[src/rtl/cpu_wb_bridge_if.sv]
// Wishbone B3 classic master-side bus bundle between a cpu_wb_bridge and the interconnect.
// Signal names follow the bridge's view: _o leaves the bridge, _i enters it.
interface cpu_wb_bridge_if;
  logic [31:0] wishbone_data_i;
  logic        wishbone_ack_i;
  logic [31:0] wishbone_addr_o;
  logic [31:0] wishbone_data_o;
  logic        wishbone_we_o;
  logic [3:0]  wishbone_sel_o;
  logic        wishbone_stb_o;
  logic        wishbone_cyc_o;

  modport master (
    input  wishbone_data_i, wishbone_ack_i,
    output wishbone_addr_o, wishbone_data_o, wishbone_we_o,
           wishbone_sel_o, wishbone_stb_o, wishbone_cyc_o
  );

  modport slave (
    output wishbone_data_i, wishbone_ack_i,
    input  wishbone_addr_o, wishbone_data_o, wishbone_we_o,
           wishbone_sel_o, wishbone_stb_o, wishbone_cyc_o
  );
endinterface

[src/rtl/cpu_wb_bridge.sv]
// OpenMIPS memory port to Wishbone classic master bridge (IDLE/BUSY/WAIT_FOR_STALL).
// Optional BUSY timeout abort is built when CPU_WB_TIMEOUT_EN is defined.
module cpu_wb_bridge #(
  parameter int TIMEOUT_CYCLES = 255
) (
  input  logic        clk,
  input  logic        rst,
  input  logic [5:0]  stall_i,
  input  logic        flush_i,
  input  logic        cpu_ce_i,
  input  logic [31:0] cpu_addr_i,
  input  logic [31:0] cpu_data_i,
  input  logic        cpu_we_i,
  input  logic [3:0]  cpu_sel_i,
  output logic [31:0] cpu_data_o,
  output logic        stallreq_o,
  output logic        bus_err_o,
  cpu_wb_bridge_if.master wb
);

  if (TIMEOUT_CYCLES < 1 || TIMEOUT_CYCLES > 255) begin : g_bad_timeout
    $error("cpu_wb_bridge: TIMEOUT_CYCLES must be in 1..255");
  end

  typedef enum logic [1:0] {IDLE, BUSY, WAIT_FOR_STALL} state_t;

  state_t      state;
  logic [31:0] rd_buf;
  logic        stalled;
  logic        ack_ok;
  logic        tmo_hit;

  assign stalled = |stall_i;
  // Flush beats ack: an acked transfer in a flushed cycle is simply dropped.
  assign ack_ok  = (state == BUSY) && wb.wishbone_ack_i && !flush_i;

`ifdef CPU_WB_TIMEOUT_EN
  logic [7:0] tmo_cnt;
  assign tmo_hit = (state == BUSY) && !flush_i && !wb.wishbone_ack_i &&
                   (tmo_cnt == 8'(TIMEOUT_CYCLES - 1));
`else
  assign tmo_hit   = 1'b0;
  assign bus_err_o = 1'b0;
`endif

  always_ff @(posedge clk) begin
    if (rst) begin
      state              <= IDLE;
      rd_buf             <= '0;
      wb.wishbone_cyc_o  <= 1'b0;
      wb.wishbone_stb_o  <= 1'b0;
      wb.wishbone_we_o   <= 1'b0;
      wb.wishbone_sel_o  <= '0;
      wb.wishbone_addr_o <= '0;
      wb.wishbone_data_o <= '0;
`ifdef CPU_WB_TIMEOUT_EN
      tmo_cnt            <= '0;
      bus_err_o          <= 1'b0;
`endif
    end else begin
`ifdef CPU_WB_TIMEOUT_EN
      bus_err_o <= 1'b0;
`endif
      case (state)
        IDLE: begin
`ifdef CPU_WB_TIMEOUT_EN
          tmo_cnt <= '0;
`endif
          if (cpu_ce_i && !flush_i) begin
            wb.wishbone_cyc_o  <= 1'b1;
            wb.wishbone_stb_o  <= 1'b1;
            wb.wishbone_we_o   <= cpu_we_i;
            wb.wishbone_sel_o  <= cpu_sel_i;
            wb.wishbone_addr_o <= cpu_addr_i;
            wb.wishbone_data_o <= cpu_data_i;
            state              <= BUSY;
          end
        end

        BUSY: begin
          if (flush_i || wb.wishbone_ack_i || tmo_hit) begin
            wb.wishbone_cyc_o  <= 1'b0;
            wb.wishbone_stb_o  <= 1'b0;
            wb.wishbone_we_o   <= 1'b0;
            wb.wishbone_sel_o  <= '0;
            wb.wishbone_addr_o <= '0;
            wb.wishbone_data_o <= '0;
`ifdef CPU_WB_TIMEOUT_EN
            tmo_cnt            <= '0;
`endif
            if (flush_i) begin
              rd_buf <= '0;
              state  <= IDLE;
            end else begin
              // Aborted reads hand zero to the pipeline.
              rd_buf <= wb.wishbone_ack_i ? wb.wishbone_data_i : 32'h0;
              state  <= stalled ? WAIT_FOR_STALL : IDLE;
`ifdef CPU_WB_TIMEOUT_EN
              bus_err_o <= !wb.wishbone_ack_i;
`endif
            end
          end else begin
`ifdef CPU_WB_TIMEOUT_EN
            tmo_cnt <= tmo_cnt + 8'd1;
`endif
          end
        end

        WAIT_FOR_STALL: begin
          if (flush_i) begin
            rd_buf <= '0;
            state  <= IDLE;
          end else if (!stalled) begin
            state  <= IDLE;
          end
        end

        default: state <= IDLE;
      endcase
    end
  end

  always_comb begin
    stallreq_o = 1'b0;
    cpu_data_o = '0;
    case (state)
      IDLE: stallreq_o = cpu_ce_i && !flush_i;
      BUSY: begin
        if (ack_ok)       cpu_data_o = cpu_we_i ? 32'h0 : wb.wishbone_data_i;
        else if (!tmo_hit) stallreq_o = 1'b1;
      end
      WAIT_FOR_STALL: cpu_data_o = rd_buf;
      default: ;
    endcase
  end

endmodule
[src/flat_wrapper.sv]
// flat-port wrapper written by rule: the top's interface ports become plain ports
module cpu_wb_bridge_flat 
#(
  parameter int TIMEOUT_CYCLES = 255
)
  (clk, rst, stall_i, flush_i, cpu_ce_i, cpu_addr_i, cpu_data_i, cpu_we_i, cpu_sel_i, cpu_data_o, stallreq_o, bus_err_o, wb_wishbone_data_i, wb_wishbone_ack_i, wb_wishbone_addr_o, wb_wishbone_data_o, wb_wishbone_we_o, wb_wishbone_sel_o, wb_wishbone_stb_o, wb_wishbone_cyc_o);
  cpu_wb_bridge_if wb_i ();
  input  logic clk;
  input  logic rst;
  input  logic [5:0] stall_i;
  input  logic flush_i;
  input  logic cpu_ce_i;
  input  logic [31:0] cpu_addr_i;
  input  logic [31:0] cpu_data_i;
  input  logic cpu_we_i;
  input  logic [3:0] cpu_sel_i;
  output logic [31:0] cpu_data_o;
  output logic stallreq_o;
  output logic bus_err_o;
  input wire logic [$bits(wb_i.wishbone_data_i)-1:0] wb_wishbone_data_i;
  input wire logic [$bits(wb_i.wishbone_ack_i)-1:0] wb_wishbone_ack_i;
  output wire logic [$bits(wb_i.wishbone_addr_o)-1:0] wb_wishbone_addr_o;
  output wire logic [$bits(wb_i.wishbone_data_o)-1:0] wb_wishbone_data_o;
  output wire logic [$bits(wb_i.wishbone_we_o)-1:0] wb_wishbone_we_o;
  output wire logic [$bits(wb_i.wishbone_sel_o)-1:0] wb_wishbone_sel_o;
  output wire logic [$bits(wb_i.wishbone_stb_o)-1:0] wb_wishbone_stb_o;
  output wire logic [$bits(wb_i.wishbone_cyc_o)-1:0] wb_wishbone_cyc_o;
  assign wb_i.wishbone_data_i = wb_wishbone_data_i;
  assign wb_i.wishbone_ack_i = wb_wishbone_ack_i;
  assign wb_wishbone_addr_o = wb_i.wishbone_addr_o;
  assign wb_wishbone_data_o = wb_i.wishbone_data_o;
  assign wb_wishbone_we_o = wb_i.wishbone_we_o;
  assign wb_wishbone_sel_o = wb_i.wishbone_sel_o;
  assign wb_wishbone_stb_o = wb_i.wishbone_stb_o;
  assign wb_wishbone_cyc_o = wb_i.wishbone_cyc_o;
  cpu_wb_bridge #(.TIMEOUT_CYCLES(TIMEOUT_CYCLES)) u_core (.clk(clk), .rst(rst), .stall_i(stall_i), .flush_i(flush_i), .cpu_ce_i(cpu_ce_i), .cpu_addr_i(cpu_addr_i), .cpu_data_i(cpu_data_i), .cpu_we_i(cpu_we_i), .cpu_sel_i(cpu_sel_i), .cpu_data_o(cpu_data_o), .stallreq_o(stallreq_o), .bus_err_o(bus_err_o), .wb(wb_i));
endmodule
[config.mk]
export PLATFORM = sky130hd
export DESIGN_NAME = cpu_wb_bridge_flat
export DESIGN_NICKNAME = d
export VERILOG_FILES = /design/src/rtl/cpu_wb_bridge_if.sv /design/src/rtl/cpu_wb_bridge.sv /design/src/flat_wrapper.sv
export SDC_FILE = /design/constraint.sdc
export NUM_CORES = 1
export LEC_CHECK = 0
export ABC_AREA = 1
export CORE_AREA = 5 5 109 111
export CTS_CLUSTER_SIZE = 30
export DETAILED_ROUTE_END_ITERATION = 10
export DIE_AREA = 0 0 114 116
export GPL_TIMING_DRIVEN = 0
export MAX_ROUTING_LAYER = met4
export PLACE_DENSITY = 0.87
export SLEW_MARGIN = 25
export SYNTH_ARGS = -nofsm -noshare
export SYNTH_HDL_FRONTEND = slang
export SYNTH_SLANG_ARGS = --single-unit
export TNS_END_PERCENT = 10
[constraint.sdc]
create_clock -name clk -period 2.7 [get_ports clk]
set_input_delay 0.54 -clock clk [delete_from_list [all_inputs] [get_ports clk]]
set_output_delay 0.54 -clock clk [all_outputs]
set_load 0.03 [all_outputs]
Word level (Yosys, flattened, before mapping)

Cells that the tools add are included.

Register bits: 104
Word-level logic and storage cells: 55
Input bits: 112

Equal/unequal tests: 6
Mux-type cells: 30
Reductions and logical operators: 12

Operator list:

| operator                                                               | count |
|---|---|
| 32-bit 2-to-1 mux                                                      | 9 |
| 32-bit one-hot mux with 2 select lines                                 | 4 |
| 2-bit 2-to-1 mux                                                       | 6 |
| 3-bit AND reduction                                                    | 3 |
| 4-bit 2-to-1 mux                                                       | 2 |
| 4-bit one-hot mux with 2 select lines                                  | 1 |
| 1-bit one-hot mux with 2 select lines                                  | 3 |
| 2-bit one-hot mux with 3 select lines                                  | 1 |
| 6-bit OR reduction                                                     | 1 |
| 1-bit 2-to-1 mux                                                       | 4 |
| 2-bit != test (second input constant)                                  | 2 |
| 2-bit nonzero test                                                     | 2 |
| 1-bit logical AND                                                      | 3 |
| 3-bit != test (second input constant)                                  | 1 |
| 2-bit by 1-bit equality test with 1-bit output (second input constant) | 1 |
| 2-bit equality test (second input constant)                            | 1 |
| 2-bit logical NOT                                                      | 1 |
| 2-bit by 1-bit != test with 1-bit output (second input constant)       | 1 |
| 1-bit logical NOT                                                      | 1 |
| 1-bit logical OR                                                       | 1 |

Depth between registers and ports, before layout

Word-level depth: 5
Mapped depth: 10
Mapped depth without buffers: 9

Worst setup path before layout

Ideal clock, no wire load.

Path type: input port to output port
Start: in flush_i
End: out cpu_data_o[10]
Setup slack: 549 ps
Arrival time: 1611 ps
Cell stages on the path: 6
Path through: inv_2 > nand2_1 > nor3_2 > buf_2 > nand2_1 > a21oi_1

Word-level cells in the longest chain between the ends: 4

RTL lines:

| what                                   | line                 | text |
|---|---|---|
| start: declaration                     | flat_wrapper.sv:11   | `input logic flush_i;` |
| 1-bit logical NOT                      | cpu_wb_bridge.sv:35  | `assign ack_ok = (state == BUSY) && wb.wishbone_ack_i && !flush_i;` |
| 1-bit logical AND                      | cpu_wb_bridge.sv:35  |  |
| 32-bit 2-to-1 mux                      | cpu_wb_bridge.sv:129 | `if (ack_ok) cpu_data_o = cpu_we_i ? 32'h0 : wb.wishbone_data_i;` |
| 32-bit one-hot mux with 2 select lines | cpu_wb_bridge.sv:126 | `case (state)` |
| end: declaration                       | flat_wrapper.sv:17   | `output logic [31:0] cpu_data_o;` |

No other way between the ends.

Worst setup path in the final report

Start: in wb_wishbone_ack_i
End: out cpu_data_o[30]

Word-level cells in the longest chain between the ends: 4

RTL lines:

| what                                   | line                 | text |
|---|---|---|
| start: declaration                     | flat_wrapper.sv:21   | `input wire logic [$bits(wb_i.wishbone_ack_i)-1:0] wb_wishbone_ack_i;` |
| 1-bit logical AND (2 in series)        | cpu_wb_bridge.sv:35  |  |
| 32-bit 2-to-1 mux                      | cpu_wb_bridge.sv:129 |  |
| 32-bit one-hot mux with 2 select lines | cpu_wb_bridge.sv:126 |  |

No other way between the ends.

==> impl_metrics.py <==
metrics = {
    "outcome": {
        "status": "finished, final reports clean",
    },
    "clock_tree": {
        "cts_made_buffers": 9,
        "cts_hold_buf": 0,
        "htreeDepth": 3,
        "clkTransAtPathRegs_ns": 0.10,
        "tritoncts": "done",
        "cts_root_buf": "clkbuf_8",
        "clk_latency_ns": 0.37,
        "clk_path_buf_depth": 2,
        "clock-sinks": 104,
    },
    "floorplan": {
        "core.rowCount": 38,
        "pin_count": 217,
        "fp.dieH_um": 116,
        "initial_core_util": 0.445,
        "die_area_um2": 13200,
        "fp.dieW_um": 114,
        "core_area_um2": 10700,
    },
    "route": {
        "routedWlPerCell_um": 15.1,
        "dr.pass1.iters": 6,
        "route.met3.wl_um": 1450,
        "antenna_left": 0,
        "via_per_inst": 5.22,
        "via_count": 5500,
        "drt_iter0_markers": 407,
        "wl_met2_um": 7700,
        "wirelength_um": 16000,
        "met1Wirelength_um": 6440,
        "drcViolationCount": 0,
        "routed.top_layer": "met4",
    },
    "sta": {
        "setup-violations-final": 0,
        "max_freq_ghz": 0.382,
        "tns_ns": 0,
        "drv_slew": 0,
        "fin_hold_ws_ns": 0.466,
        "hold_viol_final": 0,
        "worst_clock_skew_ns": 0.0141,
        "post-route-period-util": 0.970,
        "layout_min_cycle_time_ns": 2.62,
        "rsz0062_at_grt": "yes",
    },
    "grt": {
        "track_usage": 0.240,
        "grt_pass1_vias": 5110,
        "grt_max_degree": 19,
        "grt_pass1_wl_um": 24700,
        "antenna_found_initial": 0,
        "grt.overflow.total": 0,
    },
    "synth": {
        "synth_area_leaders": "dfxtp_1, nand2_1, a21oi_1",
        "synth_compound_area_frac": 0.148,
        "synth_nets": 798,
        "yosysTopAreaCellShare": 0.438,
        "yosys_register_bits": 104,
        "synth-adder-area-share": 0.00789,
        "synth_warnings": 0,
        "avgSynthCellArea_um2": 6.97,
        "synth_cell_types": 19,
        "synthMuxAreaShare": 0,
        "synthSimpleGateAreaFrac": 0.331,
        "synth-xor-area-share": 0,
        "synth_top_family_by_area": "simple AND/OR/NAND/NOR gates",
        "synth_top_area_cell": "dfxtp_1",
        "synthesis.area_um2": 4760,
        "yosysSeqAreaShare": 0.438,
        "syn_inst": 683,
    },
    "pwr": {
        "p_leak_nw": 2.64,
        "vdd_drop_max_uv": 497,
        "power_mw": 6.54,
        "power_density_nw_per_um2": 898,
    },
    "critical_path": {
        "critPathKind": "in -> out",
        "r2r_cells": 9,
        "worst_setup_path_start_kind": "primary input",
        "critical_path_required_ns": 2.16,
        "cp.arrival_ns": 2.08,
        "cp-end-kind": "primary output",
        "r2r_start": "u_core.state[1]$_SDFFE_PP0P_",
        "cp-startpoint": "wb_wishbone_ack_i",
        "cp_max_fo": 10,
        "worstReg2RegEnd": "u_core.wb.wishbone_addr_o[24]$_SDFFE_PP0P_",
        "r2r_slack_ns": 0.91,
        "crit_path_end": "cpu_data_o[30]",
    },
    "layout": {
        "num-fill-cells": 938,
        "final_cells": 1054,
        "fin_nets": 1024,
        "area_growth_pct": 52.9,
        "diodes": 0,
        "drive_gt1_frac": 0.104,
        "design_area_um2": 7280,
    },
    "worst_hold_path": {
        "hold_path_class": "reg -> reg",
    },
    "placed_design": {
        "dp_hpwl_um": 12000,
        "gp_congestion": 0.891,
        "place_area_um2": 7080,
        "numPortBuffers": 214,
        "place_inst": 1037,
    },
    "flow_run": {
        "drv_cap": 0,
    },
}
cells by family after synthesis:
logic type / Yosys count
simple gates: 357
fa+ha+maj: 3
flops: 104
compound gates: 138
other cells: 1
buf+inv: 80
layer usage:
layer	global-route usage	up-vias
li1	-	2755
met1	0.280	2505
met2	0.399	214
met3	0.0736	26
met4	0.0673	0
met5	-	-
worst max-delay path, cell delays in order:
cell and delay (ns):
clkdlybuf4s50_1 0.49, nand2_2 0.10, nor3_4 0.21, buf_4 0.21, nand2_1 0.06, a21oi_1 0.14, clkdlybuf4s15_2 0.32
report_power, final:
group | switching (mW) | leakage [nW] | internal (mW) | total [mW]
logic | 2.32 | 1.68 | 1.24 | 3.56
clock network | 0.575 | 0.104 | 0.440 | 1.01
registers | 0.143 | 0.848 | 1.82 | 1.97
total | 3.03 | 2.64 | 3.50 | 6.54
cell usage in the layout, fill, tap and decap left out, types with 2 or more instances in the layout:
| cell type | netlist | final |
|---|---|---|
| nor2_1 | 39 | 39 |
| ha_2 | 0 | 2 |
| inv_1 | 6 | 6 |
| nand2_1 | 210 | 209 |
| dlygate4sd2_1 | 0 | 2 |
| inv_6 | 0 | 2 |
| buf_4 | 8 | 15 |
| clkbuf_2 | 0 | 3 |
| a21oi_1 | 136 | 136 |
| clkbuf_8 | 0 | 9 |
| clkdlybuf4s50_1 | 0 | 180 |
| clkdlybuf4s15_2 | 0 | 17 |
| buf_2 | 23 | 31 |
| dfxtp_1 | 104 | 104 |
| clkinv_4 | 0 | 3 |
| nand4_1 | 69 | 69 |
| inv_2 | 4 | 4 |
| clkbuf_1 | 38 | 34 |
| nand3_1 | 35 | 35 |
| nor2_2 | 2 | 2 |
registers in the layout, summed over array words and instances (netlist names):
| name | count |
|---|---|
| u_core.rd_buf | 32 |
| u_core.state | 2 |
| u_core.wb.wishbone_addr_o | 32 |
| u_core.wb.wishbone_data_o | 32 |
| u_core.wb.wishbone_sel_o | 4 |
| u_core.wb.wishbone_stb_o | 1 |
| u_core.wb.wishbone_we_o | 1 |
worst min path at each step:
stage / slack, ns / start / end / cells after the start
6_report: 0.47 / u_core.wb.wishbone_addr_o[28]$_SDFFE_PP0P_ / u_core.wb.wishbone_addr_o[28]$_SDFFE_PP0P_ / 2
5_1_grt: 0.48 / u_core.wb.wishbone_addr_o[6]$_SDFFE_PP0P_ / u_core.wb.wishbone_addr_o[6]$_SDFFE_PP0P_ / 2
4_1_cts: 0.47 / u_core.wb.wishbone_addr_o[28]$_SDFFE_PP0P_ / u_core.wb.wishbone_addr_o[28]$_SDFFE_PP0P_ / 2
3_5_place_dp: 0.45 / u_core.wb.wishbone_sel_o[1]$_SDFFE_PP0P_ / u_core.wb.wishbone_sel_o[1]$_SDFFE_PP0P_ / 2
3_3_place_gp: 0.45 / u_core.wb.wishbone_addr_o[6]$_SDFFE_PP0P_ / u_core.wb.wishbone_addr_o[6]$_SDFFE_PP0P_ / 2
2_1_floorplan: 0.45 / u_core.rd_buf[0]$_SDFFE_PP0P_ / u_core.rd_buf[0]$_SDFFE_PP0P_ / 2
timing repair:
action / CTS / global route
resized for setup: 122 / 23
endpoints found under the hold margin: 0 / 0
pin swaps: 1 / 1
buffers inserted: 2 / 0
endpoints found under the setup margin: 33 / 30
layout make-up:
class / count / area, um2 / area share
repair buffers: 216 / 2120 / 0.291
well taps: 140 / 175 / 0.0241
flip-flops and latches: 104 / 2080 / 0.286
multi-input cells: 499 / 2330 / 0.320
clock inverters: 7 / 78.8 / 0.0108
inverters: 11 / 41.3 / 0.00567
plain buffers: 68 / 329 / 0.0452
clock buffers: 9 / 124 / 0.0170
stage by stage:
stage                     setup WS, ns  utilization
after floorplan                  0.549            -
after global placement          -0.609        0.661
after detailed placement        -0.626        0.661
after CTS                      -0.0812        0.680
after global routing           -0.0221        0.680
final                           0.0818        0.680
cell usage after synthesis:
library cell	count
ha_1	3
nand3_2	1
dfxtp_1	104
conb_1	1
nand4_1	69
buf_4	8
buf_2	23
o21ai_0	1
nor2_1	39
clkinv_1	1
inv_1	6
nor3_2	1
a21oi_1	136
a21oi_4	1
inv_2	4
nand3_1	35
nand2_1	210
nor2_2	2
clkbuf_1	38
Note: power is estimated with default switching activity, not from simulation.
